$ cat config.mk
export PLATFORM = sky130hd
export DESIGN_NAME = cla_multiword_sequencer
export DESIGN_NICKNAME = d
export VERILOG_FILES = /design/src/rtl/cla_multiword_sequencer.sv
export SDC_FILE = /design/constraint.sdc
export NUM_CORES = 1
export LEC_CHECK = 0
export CAP_MARGIN = 40
export CORE_MARGIN = 2
export CORE_UTILIZATION = 32
export CTS_BUF_LIST = sky130_fd_sc_hd__clkbuf_16
export DETAILED_ROUTE_END_ITERATION = 10
export SLEW_MARGIN = 20
export SYNTH_ARGS = -nofsm -noshare
export SYNTH_HDL_FRONTEND = slang
export SYNTH_HIERARCHICAL = 1
export SYNTH_SLANG_ARGS = --single-unit
$ cat constraint.sdc
create_clock -name i_clk -period 5.8 [get_ports i_clk]
set_clock_uncertainty 0.15 [all_clocks]
set_input_delay 1.16 -clock i_clk [delete_from_list [all_inputs] [get_ports i_clk]]
set_output_delay 1.16 -clock i_clk [all_outputs]
set_load 0.1 [all_outputs]
$ cat src/rtl/cla_multiword_sequencer.sv
// Multi-word serial adder front-end: streams WIDTH-bit word pairs (LSW first)
// through one carry_lookahead_adder, chaining the carry across cycles.

module carry_lookahead_adder #(
   parameter int WIDTH = 3
) (
   input  logic [WIDTH-1:0] i_add1,
   input  logic [WIDTH-1:0] i_add2,
   output logic [WIDTH:0]   o_result
);

   logic [WIDTH-1:0] gen;
   logic [WIDTH-1:0] prop;
   logic [WIDTH:0]   carry;

   // Each carry is the flattened OR of generate terms gated by later propagates,
   // so no carry depends on the one below it.
   function automatic logic [WIDTH:0] lookahead(input logic [WIDTH-1:0] g,
                                                input logic [WIDTH-1:0] p);
      logic [WIDTH:0] c;
      logic           acc;
      logic           prod;
      c = '0;
      for (int i = 0; i < WIDTH; i++) begin
         acc = 1'b0;
         for (int j = 0; j <= i; j++) begin
            prod = g[j];
            for (int k = j + 1; k <= i; k++) prod = prod & p[k];
            acc = acc | prod;
         end
         c[i+1] = acc;
      end
      return c;
   endfunction

   assign gen      = i_add1 & i_add2;
   assign prop     = i_add1 ^ i_add2;
   assign carry    = lookahead(gen, prop);
   assign o_result = {carry[WIDTH], prop ^ carry[WIDTH-1:0]};

endmodule

module cla_multiword_sequencer #(
   parameter int WIDTH     = 3,
   parameter int MAX_WORDS = 4
) (
   input  logic             i_clk,
   input  logic             i_rst,
   input  logic             i_valid,
   output logic             o_ready,
   input  logic [WIDTH-1:0] i_add1,
   input  logic [WIDTH-1:0] i_add2,
   input  logic             i_last,
   output logic             o_valid,
   input  logic             i_ready,
   output logic [WIDTH-1:0] o_sum,
   output logic             o_last,
   output logic             o_carry,
   output logic             o_len_err
);

   localparam int CW = (MAX_WORDS > 1) ? $clog2(MAX_WORDS) : 1;
   localparam logic [CW-1:0] LAST_IDX = CW'(MAX_WORDS - 1);

   logic [WIDTH:0]  add_r;
   logic [WIDTH:0]  add_t;
   logic            carry_reg;
   logic [CW-1:0]   count;
   logic            accept;
   logic            at_limit;
   logic            is_final;

   carry_lookahead_adder #(.WIDTH(WIDTH)) u_adder (
      .i_add1   (i_add1),
      .i_add2   (i_add2),
      .o_result (add_r)
   );

   // a+b+1 always fits in WIDTH+1 bits, so the chained carry cannot overflow.
   assign add_t    = add_r + {{WIDTH{1'b0}}, carry_reg};
   assign o_ready  = !i_rst && (!o_valid || i_ready);
   assign accept   = i_valid && o_ready;
   assign at_limit = (count == LAST_IDX);
   assign is_final = i_last || at_limit;

   // NOTE: sequential state uses non-blocking assignments so every register
   // samples pre-edge values regardless of statement order.
   always_ff @(posedge i_clk) begin
      if (i_rst) begin
         o_valid   <= 1'b0;
         o_sum     <= '0;
         o_last    <= 1'b0;
         o_carry   <= 1'b0;
         o_len_err <= 1'b0;
         carry_reg <= 1'b0;
         count     <= '0;
      end else if (accept) begin
         o_valid   <= 1'b1;
         o_sum     <= add_t[WIDTH-1:0];
         o_last    <= is_final;
         o_carry   <= is_final && add_t[WIDTH];
         o_len_err <= is_final && at_limit && !i_last;
         if (is_final) begin
            carry_reg <= 1'b0;
            count     <= '0;
         end else begin
            carry_reg <= add_t[WIDTH];
            count     <= count + 1'b1;
         end
      end else if (i_ready) begin
         o_valid <= 1'b0;
      end
   end

endmodule

==> results.md, run 1 <==
- The path with the worst hold slack has its endpoint at o_sum[0].
- The required time at the endpoint of the critical path is 4490 ps.
- The sink count of the clock tree is 10.
- The count of cells resized by post-cts repair is 0.
- The via count of the first global-routing pass came to 439.
- Summing over every cut layer, the via total after detailed routing is 500.
- The number of rows in the core area is 15.
- The achievable clock frequency is 249 MHz.
- After global routing, the most crowded layer is met1.
- Buffers added to address setup during post-CTS repair amount to 0.
- The worst endpoint data arrival time is 2710 ps.
- Summed over all layers, the global routing overflow is 0.
- The finished layout cell area is 973 µm².
- Entering global routing, the biggest net connects 9 pins.
- The reg2reg setup slack is 4440 ps.
- In this run, post-CTS hold repair placed 0 buffers.
- In the final routed layout, each cell accounts on average for 10.1 µm.
- The number of levels the H-tree was split into is 1.
- The launching element of the worst setup path is i_ready.
- The flow ran to the end, and the final reports show no timing, DRC or antenna violations.
- Summing the sequential cell areas from Yosys gives 35.0% of the chip area.
- Once placement finished, the instance area stood at 898 µm².
- The clock period minus worst slack is 4020 ps.
- The total area inside the core boundary comes to 1710 µm².
- The aggregate routed wire length is 1.10 mm.
- The ratio of cells with drive above 1 in the final layout is 17.9%.
- Power spread over the standard cell area amounts to 278 nW/µm².
- The clock slew seen by the registers of the worst setup and hold paths is 40 ps.
- The final antenna-violating net count is 0.
- The cell area after synthesis is 572 µm².
- STA classifies the critical path startpoint as an input pin.
- The final count of hold timing violations is 0.
- The total count of max-transition violations in the final report is 0.
- Once the floorplan was initialized, standard cells occupied 33.5% of the core.
- The post-route clock period utilization is 69.3%.
- Input and output buffers added on the ports amount to 18.
- The count of TritonRoute iterations in the first routing pass is 4.
- In the synthesized netlist, the number of instances is 56.
- The worst min-delay path class is reg2reg.
- For this run, the slowest stage of the critical path takes 460 ps.
- The die outline height is 46.3 µm.
- The aggregate negative setup slack is 0 ps.
- The register with the most flip-flops in the layout has 3 of them.
- STA classifies the critical path endpoint as an output pin.
- The final core utilization is 57.0%.
- Global routing used 7.06% of the available met3 tracks.
- The initial antenna violation count was 0.
- The worst pin sits at a relative slew slack of 67.8%.
- Synthesis produced a netlist with a net count of 75.
- The starting DRC count in detailed routing is 8.
- TritonCTS built the clock tree.
- The critical path goes through clkdlybuf4s50_1 > nor2b_1 > nor2_1 > clkdlybuf4s50_1 > buf_8.
- For the worst-skew pair, the clock arrives at the later sink with an insertion delay of 240 ps.
- The register with the highest flop count is o_sum.
- After detailed routing, the number of vias per cell comes to 4.59.
- The cell with the largest stage delay on the worst path is clkdlybuf4s50_1.
- The residual DRC count is 0.
- The largest registers in the layout are o_sum (3), count (2).
- The cell occurring most often along the worst timing path is clkdlybuf4s50_1.
- The final setup violation count is 0.
- The met2 usage is 15.8%.
- The number of fill cells in the layout is 136.
- The slew at the pin closest to its max-slew limit is 483 ps.
- In the global route stage, met1 resource usage came out at 18.4%.
- The net count of the finished layout is 105.
- The detailed placer's ending HPWL is 874 µm.
- Setup repair after global routing left no endpoint under its margin.
- Across the run, the number of max-cap violations was 0.
- The global placer's final weighted congestion is 0.734.
- The aggregate global-route resource usage is 13.5%.
- The sequential cells in the finished layout cover a total of 200 µm².
- The setup path with the least slack is of type in2out.
- The worst reg2reg path endpoint is o_sum[1].
- The worst voltage drop across the vdd grid is 0.000184 V.
- The register bit count reported by yosys is 10.
- The area of the multi-input gates is 359 µm².
- The number of buffers on the longest clock path is 2.
- The startpoint of the worst hold path is o_sum[0].
- The antenna diode instance count is 0.
- The beginning of the worst register-to-register path is carry_reg.
- The number of stages on the worst hold path is 1.
- The die covers 2140 µm².
- The signed area change from the synthesized netlist to the final layout is 70.2%.
- The per-instance average area after synthesis is 10.2 µm².
- The first global-routing pass estimated 1.90 mm of wire.
- The maximum net fanout on the critical path is 8.
- Clock tree synthesis selected as its root buffer the cell clkbuf_16.
- The die is 46.3 µm wide.
- The number of warnings printed during yosys synthesis is 6.
- Clock tree synthesis inserted a total of 3 buffers.
- 19 I/O pins were placed.
- The static power due to leakage is 0.405 nW.
- The logic depth of the worst register-to-register path is 4.
- The number of distinct library cell variants in the gate-level netlist after synthesis is 24.
[cells by family after synthesis]
kind of cell    Yosys count  share of synthesized area [%]
compound gates           18                           21.2
xor+xnor                  3                           4.60
fa+ha+maj                 8                           18.8
buf+inv                   3                           2.19
flops                    10                           35.0
simple gates             14                           18.2
[worst max-delay path, delay by kind of cell]
family                 cells  cell delay, ps
AND/OR/NAND/NOR            2             480
buffers and inverters      3            1060
[metal layers]
metal / up-vias / routed length, µm / share of wire [%]
met3: 5 / 50 / 4.5
met5: - / 0 / 0
met2: 10 / 490 / 45
li1: 265 / - / -
met4: 0 / 40 / 3.6
met1: 220 / 519 / 47
[worst max-delay path by stage]
stage | endpoint | slack, ps | depth (start not counted)
detailed placement | o_ready | 1770 | 5
finish | o_ready | 1780 | 5
CTS | o_ready | 1760 | 5
floorplan | o_ready | 1900 | 3
global route | o_ready | 1670 | 5
global placement | o_ready | 1450 | 4
[final cells by class]
cell class	count	share of cell area [%]
flip-flops and latches	10	20.6
clock buffers	3	7.71
well taps	25	3.21
inverters	2	0.771
multi-input cells	43	36.9
repair buffers	26	30.8
[per-stage QoR]
step / std cells / hold WS (ps) / power, mW / setup slack, ps
2_1_floorplan: 56 / 302 / 0.122 / 1900
3_3_place_gp: 98 / 315 / 0.142 / 1450
3_5_place_dp: 106 / 324 / 0.154 / 1770
4_1_cts: 109 / 335 / 0.275 / 1760
5_1_grt: 109 / 358 / 0.283 / 1670
6_report: 109 / 328 / 0.271 / 1780
[Yosys cell counts (all sizes together)]
master / n / area share (%)
a21oi: 4 / 3.5
a31o: 2 / 3.1
and3: 2 / 2.2
buf: 1 / 0.87
dfxtp: 10 / 35
fa: 1 / 3.5
ha: 7 / 15
inv: 2 / 1.3
nand2: 1 / 2.0
nand2b: 2 / 2.2
nand3: 1 / 0.87
nand4: 1 / 1.1
nand4b: 2 / 3.1
nor2: 2 / 1.3
nor2b: 2 / 3.5
o211ai: 4 / 5.3
o21ai: 6 / 5.3
o31ai: 1 / 1.3
o41ai: 1 / 2.8
or2b: 1 / 2.0
xnor2: 1 / 1.5
xor2: 2 / 3.1
[where the power goes]
part	switching, mW	total (mW)	internal [mW]
clock network	0.0295	0.119	0.0891
logic	0.0455	0.0773	0.0318
registers	0.00199	0.0753	0.0733
[cells in the final DEF, fill, tap and decap left out, types with 2 or more instances in the layout]
master,Yosys,routed
nand2b_1,2,2
a21oi_1,4,4
xor2_1,2,2
dfxtp_1,10,10
ha_1,7,7
and3_1,2,2
inv_1,2,2
o211ai_1,4,4
a31o_1,2,2
clkdlybuf4s50_1,0,18
nor2_1,2,2
nand4b_1,2,2
buf_8,0,8
o21ai_1,4,4
clkbuf_16,0,3
o21ai_0,2,2
Power figures use the tool's default switching activity.
==> run 2: changes to the inputs <==
clock period = 4.1 ns   (was 5.8 ns; I/O delays follow)
==> results.md, run 2 (same netlist as run 1, synthesis figures left out) <==
- The run finished with clean final reports.
- After detailed routing, no signal wire sits above met4.
- The routed layout has 508 vias.
- The power density over the cells is 400 nW/µm².
- The worst hold path belongs to the class reg2reg.
- The tree built by TritonCTS fans out to 10 sinks.
- The number of hold buffers added after CTS was 0.
- The routed design has 1.17 mm of wire.
- The clock tree root buffer cell is clkbuf_16.
- For this design the top-level I/O count stands at 19.
- Ranked by flip-flop count, first place goes to o_sum.
- The total core area is 1710 µm².
- The buffers inserted during post-CTS setup optimization is 0.
- The final antenna-violating net count is 0.
- For this run, the post-layout net count is 104.
- From left edge to right edge, the die measures 46.3 µm.
- In this run the tool buffered the top-level ports with 18 buffer cells.
- The final setup violation count is 0.
- Entering global routing, the biggest net connects 9 pins.
- The wire length of the first global-routing pass is 2.03 mm.
- The initial antenna violation count was 0.
- Dividing the detail-routed via count by the number of cells gives 4.70.
- The worst-case IR drop observed on VDD is 0.000281 V.
- Global routing finished with a remaining overflow of 0.
- The aggregate global-route resource usage is 13.8%.
- The commonest non-fill, non-tap cell in the layout is clkdlybuf4s50_1.
- The final count of hold timing violations is 0.
- The number of buffers created by CTS is 3.
- Counting I/O delays and the setup requirement, the final critical path takes 2950 ps.
- The required time at the endpoint of the critical path is 3130 ps.
- The routed wire length on met3 is 60 µm.
- The area of the die is 2140 µm².
- The number of buffers on the longest clock path is 2.
- The global placer's final weighted congestion is 0.746.
- The via count of the first global-routing pass was 462.
- Summed over all failing endpoints, the final setup total negative slack is 0 ps.
- The achievable clock frequency is 339 MHz.
- In the final layout, the registers with the most flip-flops are o_sum (3), count (2).
- The detailed router put a total of 579 µm of wire on met1.
- The later pin in the worst-skew pair is clocked with a latency of 240 ps.
- The ratio of cells with drive above 1 in the final layout is 18.1%.
- The signed area change from the synthesized netlist to the final layout is 67.2%.
- The residual DRC count is 0.
- The total count of max-transition violations in the final report is 0.
- The completed layout was analyzed and its total power is 0.383 mW.
- After layout, the worst path uses 72.0% of the clock period.
- The startpoint type of the worst setup path is an input pin.
- In the layout the commonest cells are clkdlybuf4s50_1 (17), dfxtp_1 (10), ha_1 (7), buf_8 (7).
- The detailed router finished its first iteration with 8 violations.
- In this run the tightest slew margin relative to its limit is 67.1%.
- The average wire per cell in the routed design is 10.9 µm.
- The number of levels the H-tree was split into is 1.
- STA classifies the critical path endpoint as an output pin.
- The clock tree from TritonCTS is done.
- In this run the worst path has a maximum fanout of 8.
- The die outline height is 46.3 µm.
- The initial utilization of the core area, before any placement, comes to 33.5%.
- The register with the most flip-flops in the layout has 3 of them.
- The class of the most critical setup path is in2out.
- Setup repair after global routing left no endpoint under its margin.
- The HPWL after detailed placement is 911 µm.
- The number of rows in the core area is 15.
- The worst endpoint data arrival time is 1980 ps.
- The count of cells resized by post-cts repair is 0.
- For this design the static power due to leakage is 0.398 nW.
- The clock slew seen by the registers of the worst setup and hold paths is 40 ps.
- The wire length on met2 is 518 µm.
- At the pin with the least slew margin, the transition time is 493 ps.
- The count of TritonRoute iterations in the first routing pass is 4.
- 0 antenna diodes ended up in the layout.
- Max-cap violations in this run came to 0.
[run 2: cell count changes in the layout (fill, tap and decap cells not counted), sizes merged]
| cell | delta |
|---|---|
| clkdlybuf4s50 | -1 |
[run 2: stage by stage]
step	hold slack, ps	instances	worst slack, ps	utilization, %	cell area (µm²)
after global routing	349	108	1040	56.0	956
after floorplan	302	56	823	-	572
after detailed placement	316	105	1160	51.6	881
after CTS	336	108	1160	56.0	956
final	331	108	1150	56.0	956
after global placement	317	98	1160	45.4	776
[run 2: path summary, 6_finish.rpt]
check                 start        end  slack [ps]  depth (start not counted)
setup / recovery    i_ready    o_ready        1150                          4
hold / removal    o_len_err  o_len_err         330                          2
setup reg to reg  carry_reg   o_sum[1]        2760                          4
hold reg to reg   o_len_err  o_len_err         330                          2
[run 2: metal layers]
metal / up-vias / track usage, %
met5: - / 0
met4: 0 / 6.86
met3: 2 / 5.88
met2: 13 / 18.1
met1: 229 / 18.9
li1: 264 / -
[run 2: area by class of cell]
class	count	area (µm²)
Inverter	2	7.51
Fill cell	146	752
Multi-Input combinational cell	43	359
Timing Repair Buffer	25	283
Clock buffer	3	75.1
Sequential cell	10	200
Tap cell	25	31.3
[run 2: critical path, stage by stage]
cell,delay (ps)
clkdlybuf4s50_1,420
nor2b_1,410
nor2_1,80
buf_4,250
[run 2: power breakdown]
group          switching [mW]  leakage (nW)  internal [mW]
Sequential            0.00325        0.0819          0.104
Combinational          0.0641         0.279         0.0429
Clock                  0.0426        0.0370          0.126
Total                   0.110         0.398          0.273
